**src/rtl/gray_step_sequencer_if.sv**
```systemverilog
// rtl/gray_step_sequencer_if.sv - command channel of the Gray step sequencer
interface gray_step_sequencer_if #(
  parameter int DATA_WID = 4
);
  logic                cmd_valid;
  logic                cmd_ready;
  logic [DATA_WID:0]   cmd_len;
  logic                cmd_clr;

  // Control side: offers commands, observes readiness
  modport master (
    output cmd_valid,
    output cmd_len,
    output cmd_clr,
    input  cmd_ready
  );

  // Sequencer side: consumes commands, reports readiness
  modport slave (
    input  cmd_valid,
    input  cmd_len,
    input  cmd_clr,
    output cmd_ready
  );
endinterface

```
**src/rtl/gray_step_sequencer.sv**
```systemverilog
// rtl/gray_step_sequencer.sv - command-driven Gray-code step counter
module gray_step_sequencer #(
  parameter int DATA_WID = 4
) (
  input  logic                  clk,
  input  logic                  n_reset,
  gray_step_sequencer_if.slave  cmd,
  input  logic                  pause,
  input  logic                  abort,
  output logic [DATA_WID-1:0]   Count,
  output logic                  busy,
  output logic                  done,
  output logic                  aborted
);

  typedef enum logic [1:0] {
    IDLE = 2'd0,
    RUN  = 2'd1,
    DONE = 2'd2
  } state_t;

  state_t              state;
  logic [DATA_WID-1:0] bin;
  logic [DATA_WID-1:0] bin_inc;
  logic [DATA_WID:0]   remaining;
  logic                ready_q;

  function automatic logic [DATA_WID-1:0] to_gray(input logic [DATA_WID-1:0] b);
    return b ^ (b >> 1);
  endfunction

  // Next binary position; wraps naturally at 2**DATA_WID
  assign bin_inc       = bin + 1'b1;
  assign cmd.cmd_ready = ready_q;

  // Sequencer FSM; every output is registered from the next-state decision,
  // and ready stays low until the first edge after reset release
  always_ff @(posedge clk or negedge n_reset) begin
    if (!n_reset) begin
      state     <= IDLE;
      bin       <= '0;
      remaining <= '0;
      Count     <= '0;
      busy      <= 1'b0;
      done      <= 1'b0;
      aborted   <= 1'b0;
      ready_q   <= 1'b0;
    end else begin
      done    <= 1'b0;
      aborted <= 1'b0;
      case (state)
        IDLE: begin
          // Clear applies before a same-edge accept, so the run starts at 0
          if (cmd.cmd_clr) begin
            bin   <= '0;
            Count <= '0;
          end
          if (cmd.cmd_valid && ready_q) begin
            remaining <= cmd.cmd_len;
            ready_q   <= 1'b0;
            if (cmd.cmd_len != '0) begin
              state <= RUN;
              busy  <= 1'b1;
            end else begin
              state <= DONE;
              done  <= 1'b1;
            end
          end else begin
            ready_q <= 1'b1;
          end
        end
        RUN: begin
          if (abort) begin
            state     <= IDLE;
            busy      <= 1'b0;
            aborted   <= 1'b1;
            remaining <= '0;
            ready_q   <= 1'b1;
          end else if (!pause) begin
            bin       <= bin_inc;
            Count     <= to_gray(bin_inc);
            remaining <= remaining - 1'b1;
            if (remaining == {{DATA_WID{1'b0}}, 1'b1}) begin
              state <= DONE;
              busy  <= 1'b0;
              done  <= 1'b1;
            end
          end
        end
        DONE: begin
          state   <= IDLE;
          ready_q <= 1'b1;
        end
        default: begin
          state   <= IDLE;
          busy    <= 1'b0;
          ready_q <= 1'b1;
        end
      endcase
    end
  end

endmodule
```
**src/flat_wrapper.sv**
```systemverilog
// flat-port wrapper written by rule: the top's interface ports become plain ports
module gray_step_sequencer_flat 
#(
  parameter int DATA_WID = 4
)
  (clk, n_reset, pause, abort, Count, busy, done, aborted, cmd_cmd_valid, cmd_cmd_len, cmd_cmd_clr, cmd_cmd_ready);
  gray_step_sequencer_if #(.DATA_WID(DATA_WID)) cmd_i ();
  input  logic clk;
  input  logic n_reset;
  input  logic pause;
  input  logic abort;
  output logic [DATA_WID-1:0] Count;
  output logic busy;
  output logic done;
  output logic aborted;
  input wire logic [$bits(cmd_i.cmd_valid)-1:0] cmd_cmd_valid;
  input wire logic [$bits(cmd_i.cmd_len)-1:0] cmd_cmd_len;
  input wire logic [$bits(cmd_i.cmd_clr)-1:0] cmd_cmd_clr;
  output wire logic [$bits(cmd_i.cmd_ready)-1:0] cmd_cmd_ready;
  assign cmd_i.cmd_valid = cmd_cmd_valid;
  assign cmd_i.cmd_len = cmd_cmd_len;
  assign cmd_i.cmd_clr = cmd_cmd_clr;
  assign cmd_cmd_ready = cmd_i.cmd_ready;
  gray_step_sequencer #(.DATA_WID(DATA_WID)) u_core (.clk(clk), .n_reset(n_reset), .cmd(cmd_i), .pause(pause), .abort(abort), .Count(Count), .busy(busy), .done(done), .aborted(aborted));
endmodule
```
**config.mk**
```make
export PLATFORM = sky130hd
export DESIGN_NAME = gray_step_sequencer_flat
export DESIGN_NICKNAME = d
export VERILOG_FILES = /design/src/rtl/gray_step_sequencer_if.sv /design/src/rtl/gray_step_sequencer.sv /design/src/flat_wrapper.sv
export SDC_FILE = /design/constraint.sdc
export NUM_CORES = 1
export LEC_CHECK = 0
export CAP_MARGIN = 20
export CORE_ASPECT_RATIO = 0.8
export CORE_UTILIZATION = 45
export DETAILED_ROUTE_END_ITERATION = 8
export MAX_ROUTING_LAYER = met4
export PLACE_DENSITY = 0.79
export REMOVE_ABC_BUFFERS = 1
export SLEW_MARGIN = 20
export SYNTH_ARGS = -nofsm -noshare
export SYNTH_HDL_FRONTEND = slang
export SYNTH_SLANG_ARGS = --single-unit
```
**constraint.sdc**
```tcl
create_clock -name clk -period 1.68 [get_ports clk]
set_input_delay 0.168 -clock clk [delete_from_list [all_inputs] [get_ports clk]]
set_output_delay 0.168 -clock clk [all_outputs]
set_load 0.03 [all_outputs]
```
# ---- Word-level counts from Yosys, hierarchy flattened
# Cells that the tools add are included.
# Widths: inputs -> output; s select.
dict set report op_classes {
  add_sub_neg 2
  n_mul 0
  n_div 0
  n_lt_le_gt_ge 0
  eq_ne 11
  shift 0
  muxes 34
  n_bitwise 2
  n_reduce_logical 8
}
# operator count
set ops {}
lappend ops {{$mux 4} 5}
lappend ops {{$pmux 4 s2} 2}
lappend ops {{$mux 5} 3}
lappend ops {{$mux 1} 14}
lappend ops {{$mux 2} 5}
lappend ops {{$pmux 5 s2} 1}
lappend ops {{$ne 2x2->1 const B} 4}
lappend ops {{$reduce_and 3->1} 2}
lappend ops {{$eq 5x1->1 const B} 1}
lappend ops {{$reduce_and 5->1} 1}
lappend ops {{$reduce_bool 5->1} 1}
lappend ops {{$sub 5x1->5 const B} 1}
lappend ops {{$add 4x1->4 const B} 1}
lappend ops {{$ne 2x1->1 const B} 2}
lappend ops {{$pmux 1 s2} 2}
lappend ops {{$pmux 2 s2} 1}
lappend ops {{$reduce_and 4->1} 1}
lappend ops {{$xor 4x3->4} 1}
lappend ops {{$ne 3x2->1 const B} 1}
lappend ops {{$ne 3x3->1 const B} 1}
lappend ops {{$pmux 1 s3} 1}
lappend ops {{$eq 2x1->1 const B} 1}
lappend ops {{$eq 2x2->1 const B} 1}
lappend ops {{$logic_not 2->1} 1}
lappend ops {{other kinds (3)} 3}
dict set report word_totals {
  register_bits 19
  latch_bits 0
  ram_bits 0
  mem_bits_ro 0
  wordCells 65
  mem_count 0
}

# ---- Logic depth before layout (Yosys ltp)
dict set report depth {
  ltp_word 5
  mapped_depth 6
  mapped_depth_nobuf 6
}

# ---- Worst setup path before layout
# OpenSTA, ideal clock, no wires.
dict set report synth_timing {
  kind {register to register}
  startpoint {reg u_core.remaining[1]}
  endpoint {reg u_core.busy}
  setup_ps 65
  arrival_ps 1379
  setup_slack_ps 236
  stages_incl_launch_ff 7
  n_path_buf 0
  period_less_slack_ps 1444
  path_cell_list {dfrtp_1 > inv_1 > ha_1 > or4b_4 > nand2_2 > nor3b_2 > o21a_1}
}
dict set report synth_between {
  elab_chain_len 3
}
# item line
set synth_lines {}
lappend synth_lines {{start: declaration} gray_step_sequencer.sv:25} ;# logic [DATA_WID:0] remaining;
lappend synth_lines {{start signal: assignment} gray_step_sequencer.sv:59} ;# remaining <= cmd.cmd_len;
lappend synth_lines {{start signal: assignment} gray_step_sequencer.sv:82} ;# remaining <= remaining - 1'b1;
lappend synth_lines {{$eq 5x1->1} gray_step_sequencer.sv:83} ;# if (remaining == {{DATA_WID{1'b0}}, 1'b1}) begin
lappend synth_lines {{$ne 3x2->1 (no source line)} -}
lappend synth_lines {{$reduce_and 5->1 (no source line)} -}
lappend synth_lines {{end signal: assignment} gray_step_sequencer.sv:75} ;# busy <= 1'b0;
lappend synth_lines {{end signal: assignment} gray_step_sequencer.sv:85} ;# busy <= 1'b0;
lappend synth_lines {{end signal: assignment} gray_step_sequencer.sv:96} ;# busy <= 1'b0;
lappend synth_lines {{end: declaration} gray_step_sequencer.sv:11} ;# output logic busy,
# Every way passes these cells.
# A chain may end at the register's enable or synchronous reset.

# ---- Worst setup path after layout
dict set report layout_timing {
  startpoint {reg u_core.ready_q (netlist: u_core.cmd.cmd_ready)}
  endpoint {out cmd_cmd_ready}
}
# item line
set layout_lines {}
lappend layout_lines {{start: declaration} gray_step_sequencer.sv:26} ;# logic ready_q;
lappend layout_lines {{start signal: assignment} gray_step_sequencer.sv:47} ;# ready_q <= 1'b0;
lappend layout_lines {{start signal: assignment} gray_step_sequencer.sv:60} ;# ready_q <= 1'b0;
lappend layout_lines {{start signal: assignment} gray_step_sequencer.sv:69} ;# ready_q <= 1'b1;
lappend layout_lines {{end: declaration} flat_wrapper.sv:19} ;# output wire logic [$bits(cmd_i.cmd_ready)-1:0] cmd_cmd_ready;
# No word-level cell between the ends.

==> flow_metrics.env <==
export IMPL_r2r_start="u_core.state[1]"
export IMPL_min_period_over_period_pct=95.8
export IMPL_cts_root_buffer="clkbuf_4"
export IMPL_fp_dieArea_um2=2480
export IMPL_post_route_min_period_ns=1.61
export IMPL_initial_core_util_pct=47.6
export IMPL_skew_ns=0.00121
export IMPL_maxSlewViolCount=0
export IMPL_grt_pass1_wl_um=3580
export IMPL_die_w_um=55.4
export IMPL_drc_errors=0
export IMPL_grt_pass1_vias=802
export IMPL_numPortBuffers=18
export IMPL_postSynthAreaPerCell_um2=10.1
export IMPL_synth_top_cell_area_share_pct=43.8
export IMPL_rr_worst_depth=5
export IMPL_drv_cap=0
export IMPL_yosysTopAreaCell="dfrtp_1"
export IMPL_htreeDepth=1
export IMPL_dpl_hpwl_um=1650
export IMPL_areaGrowthSynthToFinish_pct=27.2
export IMPL_overflow=0
export IMPL_async_flop_share_pct=100
export IMPL_status="finished, final reports clean"
export IMPL_finalSetupViolCount=0
export IMPL_cp_end_kind="output port"
export IMPL_path_clk_slew_ns=0.11
export IMPL_final_antenna_net_count=0
export IMPL_worstReg2RegEnd="u_core.remaining[3]"
export IMPL_synthesis_area_um2=1030
export IMPL_critPathRequiredTime_ns=1.51
export IMPL_dr_pass1_iters=4
export IMPL_cts_sinks=18
export IMPL_place_area_um2=1270
export IMPL_worstPathMaxFanout=5
export IMPL_tightest_slew_ns=0.410
export IMPL_vias_per_cell=5.45
export IMPL_antenna_found_initial=0
export IMPL_regArea_um2=450
export IMPL_place_congestion=0.839
export IMPL_wire_per_inst_um=14.1
export IMPL_post_cts_resized=0
export IMPL_drive_gt1_share_pct=18.0
export IMPL_setup_tns_ns=0
export IMPL_gr_usage_all_layers_pct=19.7
export IMPL_routed_wl_um=2150
export IMPL_n_antenna_cell=0
export IMPL_dr_total_vias=834
export IMPL_rows=15
export IMPL_ios=19
export IMPL_finalHoldViolCount=0
export IMPL_crit_slowest_cell="clkdlybuf4s50_1"
export IMPL_cp_arrival_ns=1.44
export IMPL_critPathMaxStageDelay_ns=0.70
export IMPL_synth_edf_count=0
export IMPL_synth_seq_area_share_pct=43.8
export IMPL_r2r_slack_ns=0.16
export IMPL_clock_fmax_mhz=621
export IMPL_synth_distinct_cells=41
export IMPL_grt_start_max_net_pins=19
export IMPL_fillers=187
export IMPL_path_buf_inv=1
export IMPL_finalPower_mw=1.98
export IMPL_finalInstanceArea_um2=1310
export IMPL_worstSetupPathType="reg2out"
export IMPL_ir_worst_vdd_v=0.00118
export IMPL_multiInputGateArea_um2=533
export IMPL_maxSlewHeadroom_pct=72.7
export IMPL_start_kind="flip-flop"
export IMPL_clk_latency_ns=0.30
export IMPL_nets=143
export IMPL_cp_top_family="buffers and inverters"
export IMPL_synth_cells=102
export IMPL_clock_path_buffers=2
export IMPL_timing_critical_path_cells="clkdlybuf4s50_1"
export IMPL_synth_area_top_cells="dfrtp_1, o21ai_0, ha_1, nand2_1, xnor2_1"
export IMPL_synth_ff_type="dfrtp_1"
export IMPL_pwr_density_cell_nw_per_um2=1510
export IMPL_cts_tree="done"
export IMPL_synth_seq_cells=18
export IMPL_p_leak_nw=0.546
export IMPL_rsz0062_at_grt="no"
export IMPL_yosysWarnings=0
export IMPL_drt_iter0_markers=23
export IMPL_final_core_util_pct=60.5
export IMPL_die_y_um=44.7
export IMPL_core_um2=2160
export IMPL_cts_buffers=3
export IMPL_holdBufCountCts=0
export IMPL_hp_class="in2async"
export IMPL_postCtsSetupBuffers=0
-- placed cells by master, fill, tap and decap left out, drive strengths merged, types with 2 or more instances in the layout --
master and instances:
clkdlybuf4s50 18, nand2 11, o31ai 2, a22oi 2, o21ai 15, inv 4
clkbuf 4, dfrtp 18, ha 3, nand2b 2, a32oi 3, buf 8
xnor2 3, xor2 3, a21oi 4, nor3b 2, nor2 6, nor3 3
-- through the flow --
step | hold slack (ns) | worst slack [ns] | instances
after detailed placement | 0.470 | -0.0238 | 149
after global placement | 0.461 | 0.00275 | 149
final | 0.186 | 0.0706 | 153
after global routing | 0.196 | 0.00972 | 153
after CTS | 0.191 | 0.0658 | 153
after floorplan | -0.128 | 0.232 | 98
-- how the worst max path moves through the flow --
stage                               startpoint            end  cells after the start
final                     u_core.cmd.cmd_ready  cmd_cmd_ready                      1
after floorplan            u_core.remaining[1]    u_core.busy                      6
after CTS                 u_core.cmd.cmd_ready  cmd_cmd_ready                      1
after detailed placement        cmd_cmd_len[2]    u_core.busy                      5
after global placement          cmd_cmd_len[2]    u_core.busy                      5
after global routing      u_core.cmd.cmd_ready  cmd_cmd_ready                      1
-- cell type report --
type,count,area share (%)
sequential,18,34.5
multi-input combinational,76,40.8
tap,25,2.39
timing repair buffer,26,18.4
clock buffer,4,2.78
inverter,4,1.15
-- metal layers --
| metal | vias up | wire, µm | GRT usage (%) |
|---|---|---|---|
| li1 | 418 | - | - |
| met1 | 396 | 1060 | 24.3 |
| met2 | 20 | 1010 | 33.3 |
| met3 | 0 | 92 | 6.02 |
| met4 | 0 | 0 | 3.00 |
| met5 | - | 0 | - |
-- flip-flops by register name, indices dropped and copies added (netlist names) --
register	flops
u_core.state	2
u_core.done	1
u_core.remaining	5
u_core.Count	3
u_core.busy	1
u_core.aborted	1
u_core.cmd.cmd_ready	1
u_core.bin	4
-- Yosys cell counts (2+ instances only) --
master	instances
dfrtp_1	18
o21ai_0	14
nand2_1	10
nor2_1	5
inv_1	4
ha_1	3
nor3_1	3
xnor2_1	3
xor2_1	3
a21oi_1	2
a21oi_2	2
a22oi_1	2
a32oi_1	2
buf_2	2
nand2b_1	2
o31ai_1	2
-- cells by family (layout without fill, tap and decap cells) --
family | count (synthesis) | after routing | share of synthesized area (%)
adder cells (fa/ha/maj) | 3 | 3 | 3.65
flip-flops | 18 | 18 | 43.8
AO/OA/AOI/OAI | 32 | 32 | 21.2
AND/OR/NAND/NOR | 35 | 35 | 21.9
XOR/XNOR | 6 | 6 | 5.12
buffers and inverters | 8 | 34 | 4.26
-- report_power, final --
part	internal, mW	total (mW)	switching, mW
Sequential	0.574	0.738	0.165
Combinational	0.445	0.962	0.517
Clock	0.132	0.276	0.144
Total	1.15	1.98	0.826
Power figures use the tool's default switching activity.
